`src/rtl/spi_pkg.sv`:
```
// Shared definitions for the SPI responder.
//   DEFAULT_DATA_WIDTH : default frame length in bits
//   state_e            : responder FSM state encoding
//   BIT_CNT_W          : bit-counter width for the default frame length
//   bit_cnt_width()    : bit-counter width for an arbitrary frame length
package spi_pkg;

    localparam int unsigned DEFAULT_DATA_WIDTH = 8;

    typedef enum logic [1:0] {
        StIdle   = 2'd0,
        StShift  = 2'd1,
        StWaitCs = 2'd2
    } state_e;

    // Counter must hold the value DATA_WIDTH itself, not just DATA_WIDTH-1.
    function automatic int unsigned bit_cnt_width(input int unsigned width);
        return $clog2(width + 1);
    endfunction

    localparam int unsigned BIT_CNT_W = $clog2(DEFAULT_DATA_WIDTH + 1);

endpackage

```
`src/rtl/spi_edge_sync.sv`:
```
// Multi-stage synchronizer with edge detection on the synchronized output.
//   clk     : system clock
//   reset   : asynchronous active-high reset; all flops load RESET_VAL
//   d_i     : asynchronous input
//   q_o     : synchronized level (last synchronizer stage)
//   rise_o  : one-cycle pulse on a synchronized 0->1 transition
//   fall_o  : one-cycle pulse on a synchronized 1->0 transition
// SYNC_STAGES must be at least 2.
module spi_edge_sync #(
    parameter int unsigned SYNC_STAGES = 2,
    parameter logic        RESET_VAL   = 1'b0
) (
    input  logic clk,
    input  logic reset,
    input  logic d_i,
    output logic q_o,
    output logic rise_o,
    output logic fall_o
);

    logic [SYNC_STAGES-1:0] sync_q;
    logic [SYNC_STAGES-1:0] sync_d;
    // Copy of the last stage, one cycle older; edges compare the two.
    logic                   prev_q;

    always_comb begin
        sync_d = {sync_q[SYNC_STAGES-2:0], d_i};
    end

    always_ff @(posedge clk or posedge reset) begin
        if (reset) begin
            sync_q <= {SYNC_STAGES{RESET_VAL}};
            prev_q <= RESET_VAL;
        end else begin
            sync_q <= sync_d;
            prev_q <= sync_q[SYNC_STAGES-1];
        end
    end

    always_comb begin
        q_o    = sync_q[SYNC_STAGES-1];
        rise_o = sync_q[SYNC_STAGES-1] & ~prev_q;
        fall_o = ~sync_q[SYNC_STAGES-1] & prev_q;
    end

endmodule

```
`src/rtl/spi_slave.sv`:
```
// SPI responder: full duplex, DATA_WIDTH-bit frames, LSB first. The master
// drives MOSI on SCLK rising and samples MISO on SCLK falling; this block
// samples MOSI and advances MISO on the synchronized SCLK falling edge.
//   clk, reset          : system clock (>= 8x SCLK), async active-high reset
//   SCLK, CS, MOSI      : raw serial inputs from the master (CS active low)
//   MISO, misoEnable    : serial output and its tri-state enable
//   slaveDataToSend     : word for the next frame, captured on load
//   load                : one-cycle strobe into the holding register
//   slaveDataReceived   : last complete received word
//   rxValid             : one-cycle pulse when slaveDataReceived updates
//   busy                : high from frame start until CS deasserts
module spi_slave
    import spi_pkg::*;
#(
    parameter int unsigned DATA_WIDTH  = DEFAULT_DATA_WIDTH,
    parameter int unsigned SYNC_STAGES = 2
) (
    input  logic                  clk,
    input  logic                  reset,
    input  logic                  SCLK,
    input  logic                  CS,
    input  logic                  MOSI,
    output logic                  MISO,
    output logic                  misoEnable,
    input  logic [DATA_WIDTH-1:0] slaveDataToSend,
    input  logic                  load,
    output logic [DATA_WIDTH-1:0] slaveDataReceived,
    output logic                  rxValid,
    output logic                  busy
);

    localparam int unsigned CntW = bit_cnt_width(DATA_WIDTH);

    logic sclk_s, sclk_rise, sclk_fall;
    logic cs_s, cs_rise, cs_fall;
    logic mosi_s, mosi_rise, mosi_fall;

    spi_edge_sync #(
        .SYNC_STAGES (SYNC_STAGES),
        .RESET_VAL   (1'b0)
    ) u_sclk_sync (
        .clk    (clk),
        .reset  (reset),
        .d_i    (SCLK),
        .q_o    (sclk_s),
        .rise_o (sclk_rise),
        .fall_o (sclk_fall)
    );

    // CS idles high, so its synchronizer resets high to avoid a false frame start.
    spi_edge_sync #(
        .SYNC_STAGES (SYNC_STAGES),
        .RESET_VAL   (1'b1)
    ) u_cs_sync (
        .clk    (clk),
        .reset  (reset),
        .d_i    (CS),
        .q_o    (cs_s),
        .rise_o (cs_rise),
        .fall_o (cs_fall)
    );

    // Same depth as SCLK so mosi_s is stable when sclk_fall is seen.
    spi_edge_sync #(
        .SYNC_STAGES (SYNC_STAGES),
        .RESET_VAL   (1'b0)
    ) u_mosi_sync (
        .clk    (clk),
        .reset  (reset),
        .d_i    (MOSI),
        .q_o    (mosi_s),
        .rise_o (mosi_rise),
        .fall_o (mosi_fall)
    );

    state_e                state_q, state_d;
    logic [DATA_WIDTH-1:0] hold_q, hold_d;
    logic [DATA_WIDTH-1:0] tx_q, tx_d;
    logic [DATA_WIDTH-1:0] rx_q, rx_d;
    logic [DATA_WIDTH-1:0] rx_data_q, rx_data_d;
    logic                  rx_valid_q, rx_valid_d;
    logic [CntW-1:0]       cnt_q, cnt_d;
    logic                  frame_full;

    assign frame_full = (cnt_q == CntW'(DATA_WIDTH));

    // State register.
    always_ff @(posedge clk or posedge reset) begin
        if (reset) begin
            state_q <= StIdle;
        end else begin
            state_q <= state_d;
        end
    end

    // Next-state logic.
    always_comb begin
        state_d = state_q;
        unique case (state_q)
            StIdle: begin
                if (cs_fall) begin
                    state_d = StShift;
                end
            end
            StShift: begin
                // A full word is published even if CS rises in the same cycle.
                if (frame_full) begin
                    state_d = cs_rise ? StIdle : StWaitCs;
                end else if (cs_rise) begin
                    state_d = StIdle;
                end
            end
            StWaitCs: begin
                if (cs_rise) begin
                    state_d = StIdle;
                end
            end
            default: state_d = StIdle;
        endcase
    end

    // Datapath next-state.
    always_comb begin
        hold_d     = load ? slaveDataToSend : hold_q;
        tx_d       = tx_q;
        rx_d       = rx_q;
        cnt_d      = cnt_q;
        rx_data_d  = rx_data_q;
        rx_valid_d = 1'b0;
        unique case (state_q)
            StIdle: begin
                if (cs_fall) begin
                    // A load in the start cycle bypasses the holding register.
                    tx_d  = load ? slaveDataToSend : hold_q;
                    rx_d  = '0;
                    cnt_d = '0;
                end
            end
            StShift: begin
                if (frame_full) begin
                    rx_data_d  = rx_q;
                    rx_valid_d = 1'b1;
                end else if (cs_rise) begin
                    // Abort: partial word is simply dropped.
                    cnt_d = '0;
                end else if (sclk_fall) begin
                    rx_d  = {mosi_s, rx_q[DATA_WIDTH-1:1]};
                    tx_d  = {1'b0, tx_q[DATA_WIDTH-1:1]};
                    cnt_d = cnt_q + 1'b1;
                end
            end
            StWaitCs: ;
            default: ;
        endcase
    end

    always_ff @(posedge clk or posedge reset) begin
        if (reset) begin
            hold_q     <= '0;
            tx_q       <= '0;
            rx_q       <= '0;
            cnt_q      <= '0;
            rx_data_q  <= '0;
            rx_valid_q <= 1'b0;
        end else begin
            hold_q     <= hold_d;
            tx_q       <= tx_d;
            rx_q       <= rx_d;
            cnt_q      <= cnt_d;
            rx_data_q  <= rx_data_d;
            rx_valid_q <= rx_valid_d;
        end
    end

    // Outputs: decoded from registered state, so they change only on clk.
    always_comb begin
        misoEnable        = (state_q != StIdle);
        busy              = (state_q != StIdle);
        MISO              = (state_q == StShift) ? tx_q[0] : 1'b0;
        slaveDataReceived = rx_data_q;
        rxValid           = rx_valid_q;
    end

endmodule

```
`config.mk`:
```
export PLATFORM = sky130hd
export DESIGN_NAME = spi_slave
export DESIGN_NICKNAME = d
export VERILOG_FILES = /design/src/rtl/spi_pkg.sv /design/src/rtl/spi_edge_sync.sv /design/src/rtl/spi_slave.sv
export SDC_FILE = /design/constraint.sdc
export NUM_CORES = 1
export LEC_CHECK = 0
export CORE_MARGIN = 4
export CORE_UTILIZATION = 40
export DETAILED_ROUTE_END_ITERATION = 12
export PLACE_DENSITY = 0.67
export REMOVE_ABC_BUFFERS = 1
export SLEW_MARGIN = 20
export SYNTH_ARGS = -nofsm -noshare
export SYNTH_HDL_FRONTEND = slang
export SYNTH_SLANG_ARGS = --single-unit
```
`constraint.sdc`:
```
create_clock -name clk -period 1.9 [get_ports clk]
set_input_delay 0.19 -clock clk [delete_from_list [all_inputs] [get_ports clk]]
set_output_delay 0.19 -clock clk [all_outputs]
set_load 0.01 [all_outputs]
```
---- Word-level counts from Yosys, hierarchy flattened ----
Index checks and enable logic that the tools add are counted.
storage, ports and cells
  flip-flop bits (word level) ............. 47
  latch bits .............................. 0
  RAM bits ................................ 0
  ROM bits ................................ 0
  input bits .............................. 14
  word-level logic and storage cells ...... 57
  memories ................................ 0
operators by class
  add/sub/neg operators ................... 1
  multipliers ............................. 0
  divide/modulo/power cells ............... 0
  $lt $le $gt $ge ......................... 0
  equal/unequal tests ..................... 8
  shift-type cells ........................ 0
  muxes and demuxes ....................... 24
  bitwise logic cells ..................... 6
  reductions and logical operators ........ 6
operators with widths
  cell                   number
  $mux W8                9
  $pmux W8 S2            2
  $mux W4                4
  $mux W2                4
  $ne A2 B2 Y1 const B   4
  $pmux W4 S2            1
  $pmux W2 S3            1
  $reduce_and A5 Y1      1
  $add A4 B1 Y4 const B  1
  $eq A4 B4 Y1 const B   1
  $reduce_and A4 Y1      1
  $reduce_bool A2 Y1     2
  $and A1 B1 Y1          3
  $mux W1                3
  $ne A3 B3 Y1 const B   1
  $not A1 Y1             3
  $eq A2 B1 Y1 const B   1
  $eq A2 B2 Y1 const B   1
  $logic_not A2 Y1       1
  $reduce_and A2 Y1      1

---- Longest topological paths before layout ----
  depth after elaboration ................. 6
  gate-level depth with buffers ........... 8
  gate-level depth less buffers ........... 6

---- Hierarchy ----
From an unflattened synthesis, not the netlist that was laid out.
second synthesis, totals
  cell total of the unflattened synthesis .. 152
  area total of the unflattened synthesis .. 2,057.0 sq um
by module, submodules not included
  module                           times used  cells each  area an instance (sq um)  seq. area each (sq um)
  spi_slave                        1           134         1,771.7                   975.9
  spi_edge_sync (u_mosi_sync ...)  2           6           93.8                      75.1
  spi_edge_sync (u_cs_sync)        1           6           97.6                      78.8

---- Worst setup path before layout ----
No wires, ideal clock.
  kind .................................... register -> register
  start ................................... register cnt_q[0]
  end ..................................... register tx_q[1]
  library setup time ...................... 0.126 ns
  arrival time ............................ 1.574 ns
  setup slack ............................. 0.200 ns
  cell stages (with the launch flop) ...... 8
  clock period less this slack ............ 1.700 ns
  cell sequence ........................... dfrtp_1 > inv_1 > ha_1 > and3b_4 > nor4b_4 > nor2b_1 > buf_2 > a221o_1
between the ends
  cells in the longest elaborated chain, start to end .. 3
RTL lines
  element                      RTL line          source
  from (decl)                  spi_slave.sv:82   logic [CntW-1:0] cnt_q, cnt_d;
  from (signal assigned)       spi_slave.sv:169  cnt_q <= cnt_d;
  $eq A4 B4 Y1                 spi_slave.sv:85   assign frame_full = (cnt_q == CntW'(DATA_WIDTH));
  $ne A2 B2 Y1 (no line)       -
  $reduce_and A5 Y1 (no line)  -
  to (signal assigned)         spi_slave.sv:167  tx_q <= tx_d;
  to (decl)                    spi_slave.sv:78   logic [DATA_WIDTH-1:0] tx_q, tx_d;
Every way passes these cells.
A chain may end at the register's enable or synchronous reset.

---- Final worst setup path ----
  start ................................... register cnt_q[0]
  end ..................................... register tx_q[6]
Same word-level chain as after synthesis.

==> flow_summary.toml <==
[status]
status = "finished, final reports clean"

[cells_and_area]
drive_above_1_share = 0.249
mostFrequentLayoutCell = "dfrtp_1"
final_util = 0.529
finish.instance_area_mm2 = 0.00235
antennaDiodeCount = 0
final_cell_mix = "44 x dfrtp_1, 25 x clkdlybuf4s50_1, 18 x mux2_2, 16 x nand2_1, 10 x nor2b_1"
syn2layout_area_growth_pct = 25.0
n_fill_cell = 392
num-nets-final = 196

[sta]
min_period_ns = 1.81
timing.final.crit_share = 0.950
rsz0062_at_grt = "false"
fmax_mhz = 554
worstMarginPinSlew_ns = 0.725
hold_violations = 0
setup_tns_ns = 0
max_slew_margin = 0.513
setup_viol = 0
drv_slew = 0
fin_skew_ns = 0.00843

[setup_path]
worstPathArrival_ns = 1.99
cp.required_ns = 2.09
cp_max_fo = 7
start_kind = "flip-flop"
end_kind = "flip-flop"
crit_slowest_cell = "dfrtp_1"
worstSetupPathType = "reg -> reg"
slowest_delay_ns = 0.42
r2r_cells = 7
worstPathCellList = "inv_2 > ha_4 > and3b_4 > nor4b_4 > buf_4 > nor2b_4 > a221o_1"

[synthesis]
yosys_warnings = 0
synth_compound_area_frac = 0.0866
synth-seq-cells = 47
yosysUniqueCellTypes = 26
netlist_area_mm2 = 0.00188
synth_simple_gate_area_frac = 0.120
async_flop_share = 1.00
synth_top_family_by_area = "simple AND/OR/NAND/NOR gates"
syn-instance-count = 145
synth_mux_area_frac = 0.108
synth_area_per_cell_um2 = 13.0
ys.flop_type = "dfrtp_1"
synth_xor_area_frac = 0.00466
seq_area_frac_synth = 0.628
synth_fa_ha_area_frac = 0.0133
synth-edff-count = 0

[power_and_ir_drop]
power_density_mw_per_mm2 = 907
p_leak_uw = 0.00105
ir_drop_uv = 355

[drt]
drc = 0
drt_iter0_markers = 65
viasPerCell = 5.08
drt_wl_total_um = 3510
vias = 1183
routedWlPerCell_um = 15.1
dr.pass1.iters = 4
drtAntennaViolNets = 0

[job]
maxCapViolCount = 0

[floorplanning]
placementRows = 24
core_mm2 = 0.00444
ios = 26
die_h_um = 76.5
die-area_mm2 = 0.00586
die_x_um = 76.5
initial_utilization = 0.423

[global_routing]
grt_usage = 0.130
grt_max_degree = 22
antenna_found_initial = 0
grt_pass1_wl_um = 6020
grt_overflow = 0
grt_pass1_vias = 1316

[place]
placed_cell_area_mm2 = 0.00221
port_buffers = 25
gp_congestion = 0.723
dp_hpwl_um = 2510

[clocking]
cts_tree = "yes"
cts_buffer_depth = 2
clkTransAtPathRegs_ns = 0.10
cts_buffers = 5
cts_max_level = 2
clkLatencyLatePin_ns = 0.30
cts.sinks = 47
cts_root_buf = "clkbuf_8"

[hold_path]
hp-class = "in -> async"
==> timing repair <==
item / CTS / global route
hold buffers: 0 / 0
resized for setup: 0 / 7
setup endpoints to repair: 0 / 9
buffers inserted: 0 / 2
==> synth_stat cells (2+ instances only) <==
master | instances | share of area
dfrtp_1 | 44 | 0.59
a221o_1 | 8 | 0.043
nand2_1 | 16 | 0.032
buf_4 | 4 | 0.016
mux2_2 | 18 | 0.11
nor2b_1 | 11 | 0.037
buf_2 | 3 | 0.0080
o21ai_0 | 9 | 0.024
nor2_1 | 4 | 0.0080
ha_1 | 2 | 0.013
a22o_1 | 2 | 0.0093
inv_1 | 7 | 0.014
nand3_1 | 2 | 0.0053
dfstp_2 | 3 | 0.042
==> worst max-delay path, delay by kind of cell (launching register included) <==
family	cells	cell delay [ns]
DFF	1	0.42
adders and majority gates	1	0.14
and+or+nand+nor	3	0.55
AOI/OAI and AO/OA	1	0.33
buffers and inverters	2	0.25
==> through the flow <==
step | hold WS [ns] | total power [µW] | std cells | setup WS, ns
after floorplan | 0.194 | 1360 | 137 | -0.420
after global placement | 0.335 | 1470 | 222 | 0.120
after detailed placement | 0.341 | 1490 | 222 | 0.0804
after CTS | 0.235 | 2130 | 230 | 0.0653
after global routing | 0.247 | 2260 | 233 | 0.00368
final | 0.215 | 2130 | 233 | 0.0948
==> kinds of logic after synthesis <==
| family | after synthesis |
|---|---|
| AO/OA/AOI/OAI | 22 |
| XOR/XNOR | 1 |
| adder cells (fa/ha/maj) | 2 |
| buffers and inverters | 15 |
| flip-flops | 47 |
| multiplexers | 18 |
| AND/OR/NAND/NOR | 40 |
==> layer usage <==
layer / vias to the layer above / share of wire / track usage
met1: 587 / 0.44 / 0.152
li1: 569 / - / -
met2: 21 / 0.51 / 0.222
met3: 6 / 0.036 / 0.0390
met4: 0 / 0.0086 / 0.0489
met5: - / 0 / 0
==> sequential cells by signal (all words and copies together) (netlist names) <==
name	cells
slaveDataReceived	8
state_q	2
rx_q	8
u_cs_sync.sync_q	2
u_cs_sync.prev_q	1
u_sclk_sync.prev_q	1
rxValid	1
u_mosi_sync.sync_q	2
cnt_q	4
u_sclk_sync.sync_q	2
tx_q	8
hold_q	8
==> final cells by class <==
type	instances	area (µm²)	share of cell area
Timing Repair Buffer	36	338	0.144
Multi-Input combinational cell	83	644	0.274
Clock buffer	5	68.8	0.0293
Sequential cell	47	1180	0.502
Inverter	7	26.3	0.0112
Clock inverter	3	27.5	0.0117
Tap cell	52	65.1	0.0277
==> worst paths after layout <==
check                                           startpoint  slack, ns                          endpoint
max                                   cnt_q[0]$_DFFE_PP0P_       0.09               tx_q[6]$_DFFE_PP0P_
min                                                  reset       0.21  slaveDataReceived[7]$_DFFE_PP0P_
max reg2reg                           cnt_q[0]$_DFFE_PP0P_       0.09               tx_q[6]$_DFFE_PP0P_
min reg2reg                u_mosi_sync.sync_q[0]$_DFF_PP0_       0.36   u_mosi_sync.sync_q[1]$_DFF_PP0_
max in group asynchronous                            reset       1.13               rx_q[1]$_DFFE_PP0P_
min in group clk                                        CS       0.28     u_cs_sync.sync_q[0]$_DFF_PP1_
==> power by group <==
group	internal, µW	switching [µW]
registers	1110	65.5
clock network	273	367
logic	177	140
No activity file was read; power rests on OpenSTA's default activity.
